### src/rtl/alu_op_sequencer.sv
// alu_op_sequencer: accepts an opcode and operands, drives the registered
// control/operand inputs of a 16-bit combinational ALU, captures its result
// and flags one cycle later, and returns them over a valid/ready handshake.
// A result accumulator can stand in for operand B to chain operations.
module alu_op_sequencer #(
   parameter int unsigned WIDTH = 16
) (
   input  logic             clk,
   input  logic             rst,
   input  logic             in_valid,
   output logic             in_ready,
   input  logic [3:0]       in_op,
   input  logic [WIDTH-1:0] in_a,
   input  logic [WIDTH-1:0] in_b,
   input  logic             in_use_acc,
   output logic [WIDTH-1:0] alu_a,
   output logic [WIDTH-1:0] alu_b,
   output logic             alu_zx,
   output logic             alu_nx,
   output logic             alu_zy,
   output logic             alu_ny,
   output logic [1:0]       alu_f,
   output logic             alu_no,
   input  logic [WIDTH-1:0] alu_out,
   input  logic             alu_zr,
   input  logic             alu_ng,
   output logic             res_valid,
   input  logic             res_ready,
   output logic [WIDTH-1:0] res_data,
   output logic             res_zr,
   output logic             res_ng,
   output logic             res_err,
   output logic [WIDTH-1:0] acc
);

   localparam int unsigned ST_W   = 2;
   localparam int unsigned CTRL_W = 7;

   localparam logic [ST_W-1:0] S_IDLE = 2'd0;
   localparam logic [ST_W-1:0] S_EXEC = 2'd1;
   localparam logic [ST_W-1:0] S_RESP = 2'd2;

   logic [ST_W-1:0]   state;
   logic [ST_W-1:0]   state_next;
   logic              in_ready_next;
   logic              res_valid_next;
   logic              accept;
   logic              legal;
   logic [CTRL_W-1:0] ctrl;   // {zx, nx, zy, ny, f[1:0], no}

   // in_ready is a flop that mirrors IDLE, so the handshake is just valid&ready
   assign accept = in_valid & in_ready;

   // Opcode to ALU control-field decode; ops above 12 are illegal
   always_comb begin
      ctrl  = '0;
      legal = 1'b1;
      case (in_op)
         4'd0:    ctrl = 7'b1010_01_0;   // ZERO
         4'd1:    ctrl = 7'b1111_01_1;   // ONE
         4'd2:    ctrl = 7'b1110_01_0;   // NEG1
         4'd3:    ctrl = 7'b0011_00_0;   // PASSA
         4'd4:    ctrl = 7'b1100_00_0;   // PASSB
         4'd5:    ctrl = 7'b0011_00_1;   // NOTA
         4'd6:    ctrl = 7'b0011_01_1;   // NEGA
         4'd7:    ctrl = 7'b0111_01_1;   // INCA
         4'd8:    ctrl = 7'b0011_01_0;   // DECA
         4'd9:    ctrl = 7'b0000_01_0;   // ADD
         4'd10:   ctrl = 7'b0100_01_1;   // SUB (A-B)
         4'd11:   ctrl = 7'b0000_00_0;   // AND
         4'd12:   ctrl = 7'b0101_00_1;   // OR
         default: legal = 1'b0;
      endcase
   end

   // Next-state logic and the registered handshake outputs derived from it
   always_comb begin
      state_next     = state;
      in_ready_next  = 1'b0;
      res_valid_next = 1'b0;
      case (state)
         S_IDLE: begin
            if (accept) begin
               state_next = legal ? S_EXEC : S_RESP;
            end
         end
         S_EXEC: begin
            state_next = S_RESP;
         end
         S_RESP: begin
            if (res_valid && res_ready) begin
               state_next = S_IDLE;
            end
         end
         default: begin
            state_next = S_IDLE;
         end
      endcase
      in_ready_next  = (state_next == S_IDLE);
      res_valid_next = (state_next == S_RESP);
   end

   // State register with handshake output flops
   always_ff @(posedge clk or posedge rst) begin
      if (rst) begin
         state     <= S_IDLE;
         in_ready  <= 1'b1;
         res_valid <= 1'b0;
      end else begin
         state     <= state_next;
         in_ready  <= in_ready_next;
         res_valid <= res_valid_next;
      end
   end

   // ALU input registers: loaded only when a legal op is accepted
   always_ff @(posedge clk or posedge rst) begin
      if (rst) begin
         alu_a  <= '0;
         alu_b  <= '0;
         alu_zx <= 1'b0;
         alu_nx <= 1'b0;
         alu_zy <= 1'b0;
         alu_ny <= 1'b0;
         alu_f  <= 2'b00;
         alu_no <= 1'b0;
      end else if (accept && legal) begin
         alu_a  <= in_a;
         alu_b  <= in_use_acc ? acc : in_b;
         alu_zx <= ctrl[6];
         alu_nx <= ctrl[5];
         alu_zy <= ctrl[4];
         alu_ny <= ctrl[3];
         alu_f  <= ctrl[2:1];
         alu_no <= ctrl[0];
      end
   end

   // Result capture: ALU result after EXEC, or an error response for illegal ops
   always_ff @(posedge clk or posedge rst) begin
      if (rst) begin
         res_data <= '0;
         res_zr   <= 1'b0;
         res_ng   <= 1'b0;
         res_err  <= 1'b0;
         acc      <= '0;
      end else if (state == S_EXEC) begin
         res_data <= alu_out;
         res_zr   <= alu_zr;
         res_ng   <= alu_ng;
         res_err  <= 1'b0;
         acc      <= alu_out;
      end else if (accept && !legal) begin
         res_data <= '0;
         res_zr   <= 1'b0;
         res_ng   <= 1'b0;
         res_err  <= 1'b1;
      end
   end

endmodule

### config.mk
export PLATFORM = sky130hd
export DESIGN_NAME = alu_op_sequencer
export DESIGN_NICKNAME = d
export VERILOG_FILES = /design/src/rtl/alu_op_sequencer.sv
export SDC_FILE = /design/constraint.sdc
export NUM_CORES = 1
export LEC_CHECK = 0
export CAP_MARGIN = 40
export CORE_ASPECT_RATIO = 0.75
export CORE_MARGIN = 2
export CORE_UTILIZATION = 31
export DETAILED_ROUTE_END_ITERATION = 7
export PLACE_DENSITY_LB_ADDON = 0.3
export SLEW_MARGIN = 5
export SYNTH_ARGS = -nofsm -noshare
export SYNTH_HDL_FRONTEND = slang
export SYNTH_SLANG_ARGS = --single-unit
### constraint.sdc
create_clock -name clk -period 3.9 [get_ports clk]
set_input_delay 1.17 -clock clk [delete_from_list [all_inputs] [get_ports clk]]
set_output_delay 1.17 -clock clk [all_outputs]
set_load 0.02 [all_outputs]
## Word-level counts from Yosys, hierarchy flattened

Cells that the tools add are included.

- Equality and inequality tests: 15
- Multiplexer cells: 14
- Bitwise gates (word level): 1
- Reductions and logical operators: 9

Operators by type and width:

| cell | count |
|---|---|
| $pmux 7 s12 | 1 |
| $mux 16 | 3 |
| $eq 4x4->1 const B | 5 |
| $eq 4x3->1 const B | 4 |
| $reduce_or 13->1 | 1 |
| $eq 4x2->1 const B | 2 |
| $mux 1 | 6 |
| $mux 2 | 3 |
| $pmux 2 s3 | 1 |
| $eq 2x2->1 const B | 2 |
| $eq 4x1->1 const B | 1 |
| $logic_not 2->1 | 2 |
| $logic_not 4->1 | 1 |
| $logic_and 1x1->1 | 3 |
| $eq 2x1->1 const B | 1 |
| $reduce_bool 2->1 | 1 |
| $and 1x1->1 | 1 |
| $logic_not 1->1 | 1 |

- Register bits after elaboration: 78
- Bits of input ports: 59
- Output and inout bits: 76

## Longest topological paths before layout

Gate-level depths: netlist of run 1.

- Word-level depth: 7
- Gate-level depth with buffers: 6

## Worst setup path before layout of run 1

OpenSTA, ideal clock, no wires.

- Kind: input-to-reg
- Start: input port in_op[1]
- End: register alu_a[0]
- Data arrival time: 2.107 ns
- Slack: 1.668 ns
- Cell stages on the path: 6
- Path through: buf_6 > o211ai_2 > nand2_2 > buf_6 > buf_12 > mux2_4

- Longest elaborated chain between the ends: 4

Ends and longest elaborated chain:

| item | RTL line | text |
|---|---|---|
| from (decl) | 12 | `input logic [3:0] in_op,` |
| $eq 4x4->1, or another cell as far along | 58 | `case (in_op)` |
| $reduce_or 13->1 (no line) (*) | - |  |
| $mux 1 (*) | 58 |  |
| $logic_and 1x1->1 (*) | 127 | `end else if (accept && legal) begin` |
| to (signal assigned) | 128 | `alu_a <= in_a;` |
| to (decl) | 16 | `output logic [WIDTH-1:0] alu_a,` |

Mark *: on every way between the ends. The rest lies on a longest branch, timed or not.
A chain may end at the register's enable or synchronous reset.

## Worst setup path after layout of run 1

- Start: input port in_op[2]
- End: register res_data[8]

- Longest elaborated chain between the ends: 6

Ends and longest elaborated chain:

| item | RTL line | text |
|---|---|---|
| $eq 4x4->1, or another cell as far along | 58 |  |
| $reduce_or 13->1 (no line) (*) | - |  |
| $mux 1 (*) | 58 |  |
| $logic_not 1->1 (*) | 153 | `end else if (accept && !legal) begin` |
| $logic_and 1x1->1 (*) | 153 |  |
| $reduce_bool 2->1 (no line) (*) | - |  |
| to (signal assigned) | 148 | `res_data <= alu_out;` |
| to (decl) | 29 | `output logic [WIDTH-1:0] res_data,` |

Marked as above.

==> results of run 1 <==
-- worst min path at each step --
stage                   from        to  slack [ns]
finish                alu_zx    alu_zx        0.48
global route          alu_ny    alu_ny        0.51
CTS                   alu_zx    alu_zx        0.49
detailed placement    alu_zx    alu_zx        0.48
global placement      alu_ny    alu_ny        0.46
floorplan           state[0]  state[0]        0.50
-- cell usage after synthesis, types with 2 or more instances --
cell      number
o21ai_0       37
mux2_4        10
nand2b_1       3
a21o_1         3
a22o_2        10
mux2i_1       18
nand2_1       54
mux2_2         9
a21oi_1        2
nor2_1         2
buf_6          3
dfrtp_1       76
a211oi_1       3
inv_1          2
clkbuf_1       4
buf_2         10
a22o_1         7
o21a_1         2
buf_4          2
-- sequential cells by signal, summed over array words and instances, names as in the netlist --
register	count
acc	16
alu_a	16
alu_b	16
res_data	16
state	2
alu_f	1
alu_no	1
alu_nx	1
alu_ny	1
alu_zx	1
alu_zy	1
in_ready	1
res_err	1
res_ng	1
res_valid	1
res_zr	1
-- power by group --
part	internal (mW)	switching [mW]	total, mW
clock	0.452	0.338	0.789
sequential	1.20	0.261	1.46
combinational	1.03	0.993	2.03
-- metrics by stage --
stage | hold slack [ns] | power (mW)
detailed placement | 0.475 | 3.51
floorplan | 0.495 | 2.48
global route | 0.506 | 4.51
finish | 0.482 | 4.27
global placement | 0.463 | 3.45
CTS | 0.490 | 4.33
-- per-layer routing --
metal | wire (um) | global-route usage [%] | vias to the layer above
met1 | 4170 | 22.8 | 1259
li1 | - | - | 1207
met3 | 400 | 4.19 | 7
met2 | 4480 | 27.0 | 67
met5 | 0 | 0 | -
met4 | 86 | 4.60 | 0
-- kinds of logic (layout without fill, tap and decap cells) --
| logic type | after synthesis | in the layout | share of synthesized area (%) |
|---|---|---|---|
| flops | 77 | 77 | 59.1 |
| compound gates | 68 | 68 | 14.2 |
| simple gates | 67 | 67 | 8.59 |
| mux | 37 | 37 | 13.2 |
| buf+inv | 23 | 157 | 4.49 |
| other cells | 1 | 1 | 0.115 |
| xor+xnor | 1 | 1 | 0.268 |
-- cell type report --
cell class / instances / area [um^2] / share of cell area, %
well taps: 136 / 170 / 3.41
multi-input cells: 174 / 1190 / 23.9
clock inverters: 6 / 45.0 / 0.903
repair buffers: 139 / 1400 / 28.2
inverters: 2 / 8.76 / 0.176
clock buffers: 10 / 239 / 4.79
flip-flops and latches: 77 / 1930 / 38.7
-- critical path: cells and delay by family --
kind | cells | cell delay [ns]
AOI/OAI and AO/OA | 3 | 1.24
buffers and inverters | 1 | 0.67
==> results.md, run 1 <==
* CP cell instances: clkdlybuf4s50_1 > o211a_1 > a21oi_4 > a22o_2
* Hpwl dp at 6580 um
* Initial antenna violation count at 0
* Cells after Synth at 274
* CP Capture Type: flop
* PostCTS Resize Cnt at 0
* Critical Path AT at 3.10 ns
* Pwr Density at 857 nW/um^2
* Fillers at 997
* Final setup vio count at 0
* R2r worst-path depth at 4
* PnR worst setup slack at 1.02 ns
* WL/cell at around 17 um
* Critical Path Max Stage Delay at 0.67 ns
* Crit path max fanout at 19
* Final hold viol count at 0
* Nets@finish at between 400 and 500
* Routed WL at 9140 um
* Register area share after synthesis at 59.1%
* RSZ-0062 raised after global routing: no
* Die area at 11400 um^2
* Status: completed
* Post-CTS Setup Inserts at 0
* Max-cap viol count at 0
* IO Port Bufs at ~130
* Vias in the first global route at between 2000 and 3000
* Worst Hold Path Cells at 1
* Gr usage total at 16.9%
* Largest net degree at the start of global routing at 38
* Worst vdd ir at 0.277 mV
* Clk Latency, worst-skew pair at 0.33 ns
* Worst endpoint required time at 4.11 ns
* Cell Rows at 32
* Slew HR at around 54%
* Most frequent cells in the layout: 133 x clkdlybuf4s50_1, 76 x dfrtp_1, 54 x nand2_1
* Leakage at around 2.2 nW
* Vias after detailed routing at 2540
* Remaining DRCs at 0
* Fin crit period at 2.88 ns
* EDFF count, synth at 0
* R2r endpoint: alu_a[0]
* #FFs+latches synth at 77
* Pre-CTS setup slack at between 0.7 and 0.8 ns
* Htree depth at 3
* Final instance area at 4990 um^2
* CTS root buffer: clkbuf_16
* Worst-Margin Slew at 0.683 ns
* CTS clk-pin slew, worst paths at 0.06 ns
* Total CTS buffers at 9
* Area Growth Syn to Fin at 52.8%
* Post-DP Area at approximately 4700 um^2
* Netlist Area Pre-Place at ~3300 um^2
* Share of layout cells above drive strength 1 at 14.5%
* First-pass GRT wire length at around 15000 um
* Hold/Removal Path Class: flop to flop
* Synth warn at 0
* Top-level I/O count at 135
* CTS Hold Bufs at 0
* DRT antenna net count at 0
* Yosys cell types at 36
* First-pass DRT Iterations at 4
* Post-DR vias/cell at 4.67
* TritonCTS clock tree: done
* Setup tns final at 0 ns
* Ys flop type: dfrtp_1
* Critical path endpoint: res_data[8]
* Die H at 92.9 um
* Fmax at 347 MHz
* Syn Area/Cell at 11.9 um^2
* Mapped Nets at 333
* Initial Util at between 30% and 40%
* # diodes at 0
* CTS Buffer Depth at 2
* Synth top area share at 58.3%
* Critical path class: input pin to flop
* Worst-path cell with the longest stage delay: clkdlybuf4s50_1
* Post-Route Skew at 0.00766 ns
* Post-Layout Cell Count at approximately 540
* CTS sink cnt at 77
* CP Launch Type: input pin
* DP Cell Count at 528
* Asr flop ratio synth at 100%
* Utilization after layout at 48.6%
* CP startpoint: in_op[2]
* Area leader, netlist: dfrtp_1
* Final period util at 74.0%
* Commonest non-fill, non-tap cell in the layout: clkdlybuf4s50_1
* Reg2reg start: in_ready
* Routability congestion estimate from global placement at 0.761
* GRT overflow at 0
* CORE AREA at a little over 10000 um^2
* Initial DRC count at 126
* FF-to-FF setup slack at 2.01 ns
* Max-slew violations at 0
* Most area-consuming cells after synthesis: dfrtp_1 58%, nand2_1 6.2%, o21ai_0 5.7%, mux2i_1 5.5%, mux2_4 4.6%
* Die X at 122 um
Note: power is estimated with default switching activity, not from simulation.
==> inputs of run 2 (changes only) <==
==> constraint.sdc (replaced) <==
create_clock -name clk -period 2.6 [get_ports clk]
set_input_delay 0.78 -clock clk [delete_from_list [all_inputs] [get_ports clk]]
set_output_delay 0.78 -clock clk [all_outputs]
set_load 0.02 [all_outputs]
==> run 2 against run 1 <==
Compared with the run above: worst hold slack worse by 0.0058 ns; clock skew is 0.0019 ns lower; cell count rose by 0.74%; routed wire length is 5.6% lower; combinational power grew 49%; setup slack worse by 0.66 ns; cell area is 0.63% higher; critical path type is now flop to output pin; highest routed layer unchanged.
==> results.md, run 2 (same netlist as run 1, synthesis figures left out) <==
* Status: completed (unchanged)
* Gr usage total at 15.7% (was 16.9%)
* Vias in the first global route at 2570 (was 2676)
* Max-slew violations at 0 (unchanged)
* Net Switching at 2.37 mW (was 1.59 mW)
* Share of layout cells above drive strength 1 at 15.3% (was 14.5%)
* Vias after detailed routing at 2495 (was 2540)
* Fmax at 445 MHz
* Worst vdd ir at 0.477 mV (was 0.277 mV)
* Initial DRC count at 137 (was 126)
* CP Capture Type: output pin (was flop)
* Clk Latency, worst-skew pair at 0.33 ns (about the same)
* Logic pwr share at 47.4% (about the same)
* Remaining DRCs at 0 (unchanged)
* Die H at 92.9 um (unchanged)
* CTS Buffer Depth at 2 (unchanged)
* Largest net degree at the start of global routing at 78 (was 38)
* Initial Util at 31.8% (unchanged)
* Setup tns final at 0 ns (unchanged)
* CORE AREA at 10200 um^2 (unchanged)
* FF-to-FF setup slack at 1.03 ns (was 2.01 ns)
* GRT overflow at 0 (unchanged)
* Max-cap viol count at 0 (unchanged)
* CP cell instances: clkdlybuf4s50_1 (was clkdlybuf4s50_1 > o211a_1 > a21oi_4 > a22o_2)
* Die X at 122 um (unchanged)
* Worst endpoint required time at 1.82 ns (was 4.11 ns)
* WL/cell at 15.7 um (was 16.8 um)
* Fillers at 958 (was 997)
* Crit path max fanout at 3 (was 19)
* Critical Path Max Stage Delay at 0.60 ns (was 0.67 ns)
* Sequential share of power at 34.1% (about the same)
* Leakage at 2.24 nW (was 2.22 nW)
* Commonest non-fill, non-tap cell in the layout: clkdlybuf4s50_1 (unchanged)
* Clk pwr share at 18.5% (about the same)
* Worst-Margin Slew at 0.870 ns (was 0.683 ns)
* PostCTS Resize Cnt at 0 (unchanged)
* Routed WL at 8630 um (was 9140 um)
* # diodes at 0 (unchanged)
* CTS clk-pin slew, worst paths at 0.06 ns (about the same)
* Top-level I/O count at 135 (unchanged)
* First-pass DRT Iterations at 4 (unchanged)
* Die area at 11400 um^2 (unchanged)
* First-pass GRT wire length at 13700 um (was 14500 um)
* Total CTS buffers at 9 (unchanged)
* Post-DR vias/cell at 4.55 (was 4.67)
* Htree depth at 3 (unchanged)
* Hpwl dp at 6320 um (was 6580 um)
* Initial antenna violation count at 0 (unchanged)
* DRT antenna net count at 0 (unchanged)
* CP Launch Type: flop (was input pin)
* Power Total at 6.39 mW (was 4.27 mW)
* CP top delay family: buffers and inverters (was compound AO/OA/AOI/OAI gates)
* TritonCTS clock tree: done (unchanged)
* Routability congestion estimate from global placement at 0.737 (was 0.761)
* RSZ-0062 raised after global routing: no (unchanged)
* Critical Path AT at 1.47 ns (was 3.10 ns)
* Slew HR at 42.0% (was 54.4%)
* Sw Share at 37.1% (was 37.3%)
* CTS Hold Bufs at 0 (unchanged)
* Internal Pwr Total at 4.02 mW (was 2.68 mW)
* Most frequent cells in the layout: 133 x clkdlybuf4s50_1, 76 x dfrtp_1, 54 x nand2_1 (unchanged)
* Post-Route Skew at 0.00579 ns (was 0.00766 ns)
* Hold/Removal Path Class: flop to flop (unchanged)
* Fin crit period at 2.25 ns
* Nets@finish at 466 (was 462)
* Buffers plus inverters on the worst setup path at 1 (unchanged)
* CTS sink cnt at 77 (unchanged)
* CTS root buffer: clkbuf_16 (unchanged)
* Post-CTS Setup Inserts at 0 (unchanged)
* Pwr Density at 1270 nW/um^2 (was 857 nW/um^2)
* Cell Rows at 32 (unchanged)
* IO Port Bufs at 133 (unchanged)
* Final period util at 86.4%
* Final hold viol count at 0 (unchanged)
* Worst-path cell with the longest stage delay: clkdlybuf4s50_1 (unchanged)
* Area Growth Syn to Fin at 53.8% (was 52.8%)
* Critical path class: flop to output pin (was input pin to flop)
* Final setup vio count at 0 (unchanged)
-- run 2: final timing paths --
| path | from | depth (start not counted) | to |
|---|---|---|---|
| worst max-delay path | in_ready | 1 | in_ready |
| worst min-delay path | alu_ny | 1 | alu_ny |
| worst max register to register | in_ready | 4 | alu_zy |
| worst min register to register | alu_ny | 1 | alu_ny |
| max in group asynchronous | rst | 3 | in_ready |
| min in group asynchronous | rst | 3 | alu_a[4] |
-- run 2: through the flow --
step	util (%)	setup WS (ns)	instances	hold slack [ns]	instance area, um^2
6_report	49.0	0.354	548	0.477	5020
5_1_grt	49.0	0.319	548	0.485	5020
4_1_cts	49.0	0.335	548	0.483	5020
3_5_place_dp	46.2	0.242	532	0.469	4730
3_3_place_gp	46.2	0.267	532	0.462	4730
2_1_floorplan	-	0.758	274	0.495	3270
-- run 2: layout make-up --
type	count	area (um^2)	share of cell area [%]
Clock buffer	10	239	4.76
Clock inverter	6	46.3	0.923
Inverter	2	11.3	0.224
Multi-Input combinational cell	174	1190	23.7
Sequential cell	77	1930	38.4
Tap cell	136	170	3.39
Timing Repair Buffer	143	1430	28.5
-- run 2: power groups by stage --
stage | registers [mW] | logic [mW] | clock network, mW
floorplan | 2.84 | 0.881 | 0
global placement | 2.19 | 3.01 | 0
detailed placement | 2.19 | 3.06 | 0
CTS | 2.19 | 3.06 | 1.20
global route | 2.26 | 3.23 | 1.25
finish | 2.18 | 3.03 | 1.18
-- run 2: routing by layer --
metal  vias up  track usage (%)  wire [um]
met1      1212             21.8       4060
li1       1212                -          -
met3        10             3.82        407
met2        61             24.1       4040
met5         -                0          0
met4         0             5.17        119
==> inputs of run 3 (changes only) <==
--- a/config.mk
+++ b/config.mk
@@ -8,10 +8,9 @@
 export CAP_MARGIN = 40
 export CORE_ASPECT_RATIO = 0.75
 export CORE_MARGIN = 2
-export CORE_UTILIZATION = 31
+export CORE_UTILIZATION = 39
 export DETAILED_ROUTE_END_ITERATION = 7
 export PLACE_DENSITY_LB_ADDON = 0.3
-export SLEW_MARGIN = 5
 export SYNTH_ARGS = -nofsm -noshare
 export SYNTH_HDL_FRONTEND = slang
 export SYNTH_SLANG_ARGS = --single-unit
==> run 3 against run 2 <==
Compared with the run above: via count up 2.0%; non-clock buffer count down 1; global-route usage increased by 3.6 points; critical path depth stayed put; core utilization up 12 points; cell count shrank 5.8%; routed wire length is 2.5% lower; cell area shrank 3.2%; largest cell class unchanged; highest routed layer unchanged.
==> results.md, run 3 (same netlist as run 1, synthesis figures left out) <==
* Vias in the first global route at 2586 (was 2570)
* Max-cap viol count at 0 (unchanged)
* Status: completed (unchanged)
* Commonest non-fill, non-tap cell in the layout: clkdlybuf4s50_1 (unchanged)
* CP startpoint: in_ready (unchanged)
* Worst hold slack at 0.494 ns (was 0.477 ns)
* Die H at 83.2 um (was 92.9 um)
* Cell Rows at 28 (was 32)
* Critical Path Max Stage Delay at 0.60 ns (about the same)
* Routability congestion estimate from global placement at 0.764 (was 0.737)
* Initial antenna violation count at 0 (unchanged)
* Post-CTS Setup Inserts at 0 (unchanged)
* M2 GR Usage at 28.7% (was 24.1%)
* Fmax at 445 MHz (about the same)
* Final hold viol count at 0 (unchanged)
* Critical Path AT at 1.47 ns (about the same)
* Htree depth at 3 (unchanged)
* TritonCTS clock tree: done (unchanged)
* RSZ-0062 raised after global routing: no (unchanged)
* Initial DRC count at 105 (was 137)
* Gr usage total at 19.4% (was 15.7%)
* Post-DR vias/cell at 4.93 (was 4.55)
* Die X at 110 um (was 122 um)
* CP cell instances: clkdlybuf4s50_1 (unchanged)
* Worst Min Path Start: alu_ny (unchanged)
* GR Util met3 at 5.42% (was 3.82%)
* DRT antenna net count at 0 (unchanged)
* Worst endpoint required time at 1.82 ns (about the same)
* Leakage at 2.18 nW (was 2.24 nW)
* Worst vdd ir at 0.644 mV (was 0.477 mV)
* Largest net degree at the start of global routing at 53 (was 78)
* Vias after detailed routing at 2545 (was 2495)
* Final period util at 86.4% (about the same)
* CTS root buffer: clkbuf_8 (was clkbuf_16)
* Final setup vio count at 0 (unchanged)
* Initial Util at 40.9% (was 31.8%)
* Nets@finish at 465 (was 466)
* Busiest layer in global routing: met2 (unchanged)
* Routed WL at 8410 um (was 8630 um)
* CP top delay family: buffers and inverters (unchanged)
* Reg2reg start: state[0] (was in_ready)
* Worst-Margin Slew at 0.851 ns (was 0.870 ns)
* # diodes at 0 (unchanged)
* Worst-path cell with the longest stage delay: clkdlybuf4s50_1 (unchanged)
* IO Port Bufs at 133 (unchanged)
* CTS clk-pin slew, worst paths at 0.08 ns (was 0.06 ns)
* Most frequent cells in the layout: 133 x clkdlybuf4s50_1, 76 x dfrtp_1, 54 x nand2_1 (unchanged)
* CP Capture Type: output pin (unchanged)
* Share of layout cells above drive strength 1 at 14.6% (was 15.3%)
* Clk Latency, worst-skew pair at 0.33 ns (about the same)
* Post-Route Skew at 0.00948 ns (was 0.00579 ns)
* CTS Buffer Depth at 2 (unchanged)
* CORE AREA at 7990 um^2 (was 10200 um^2)
* Slew HR at 43.3% (was 42.0%)
* GRT overflow at 0 (unchanged)
* Area Growth Syn to Fin at 48.8% (was 53.8%)
* First-pass DRT Iterations at 4 (unchanged)
* Buffers plus inverters on the worst setup path at 1 (unchanged)
* Met1 usage at 27.5% (was 21.8%)
* Remaining DRCs at 0 (unchanged)
* Fin crit period at 2.25 ns (about the same)
* Max-slew violations at 0 (unchanged)
* Setup tns final at 0 ns (unchanged)
* CP Launch Type: flop (unchanged)
* WL/cell at 16.3 um (was 15.7 um)
* Fillers at 683 (was 958)
* CTS sink cnt at 77 (unchanged)
* Total CTS buffers at 9 (unchanged)
* Hpwl dp at 6090 um (was 6320 um)
* Pwr Density at 1230 nW/um^2 (was 1270 nW/um^2)
* Top-level I/O count at 135 (unchanged)
* First-pass GRT wire length at 13600 um (was 13700 um)
* CTS Hold Bufs at 0 (unchanged)
* PostCTS Resize Cnt at 0 (unchanged)
* Crit path max fanout at 3 (unchanged)
* Critical path class: flop to output pin (unchanged)
* Die area at 9120 um^2 (was 11400 um^2)
* Hold/Removal Path Class: flop to flop (unchanged)
run 3: metrics by stage:
| stage | std cells | setup WS [ns] | instance area, um^2 | total power, mW | utilization (%) |
|---|---|---|---|---|---|
| finish | 516 | 0.353 | 4850 | 5.97 | 60.8 |
| global route | 516 | 0.295 | 4850 | 6.34 | 60.8 |
| CTS | 516 | 0.331 | 4850 | 6.03 | 60.8 |
| detailed placement | 500 | 0.205 | 4690 | 5.23 | 58.7 |
| global placement | 500 | 0.248 | 4690 | 5.16 | 58.7 |
| floorplan | 274 | 0.758 | 3270 | 3.72 | - |
run 3: per-layer routing:
layer  up-vias  share of wire, %
li1       1208                 -
met1      1244                46
met2        83                47
met3        10               5.8
met4         0               1.6
met5         -                 0
run 3: layout make-up:
cell class / instances / area [um^2] / area share, %
sequential: 77 / 1930 / 39.7
timing repair buffer: 142 / 1420 / 29.3
multi-input combinational: 174 / 1190 / 24.5
clock buffer: 11 / 131 / 2.71
tap: 105 / 131 / 2.71
clock inverter: 5 / 37.5 / 0.773
inverter: 2 / 11.3 / 0.232
run 3: worst paths after layout:
kind,endpoint,slack [ns],cells after the start
hold reg to reg,alu_ny,0.49,1
setup reg to reg,res_data[7],1.02,4
min in group asynchronous,alu_b[12],0.86,3
hold / removal,alu_ny,0.49,1
max in group asynchronous,in_ready,1.41,3
setup / recovery,in_ready,0.35,1
run 3: where the power goes:
group	total, mW	switching [mW]	internal, mW
Clock	0.778	0.430	0.349
Combinational	3.01	1.47	1.54
Sequential	2.18	0.387	1.79
Total	5.97	2.29	3.68
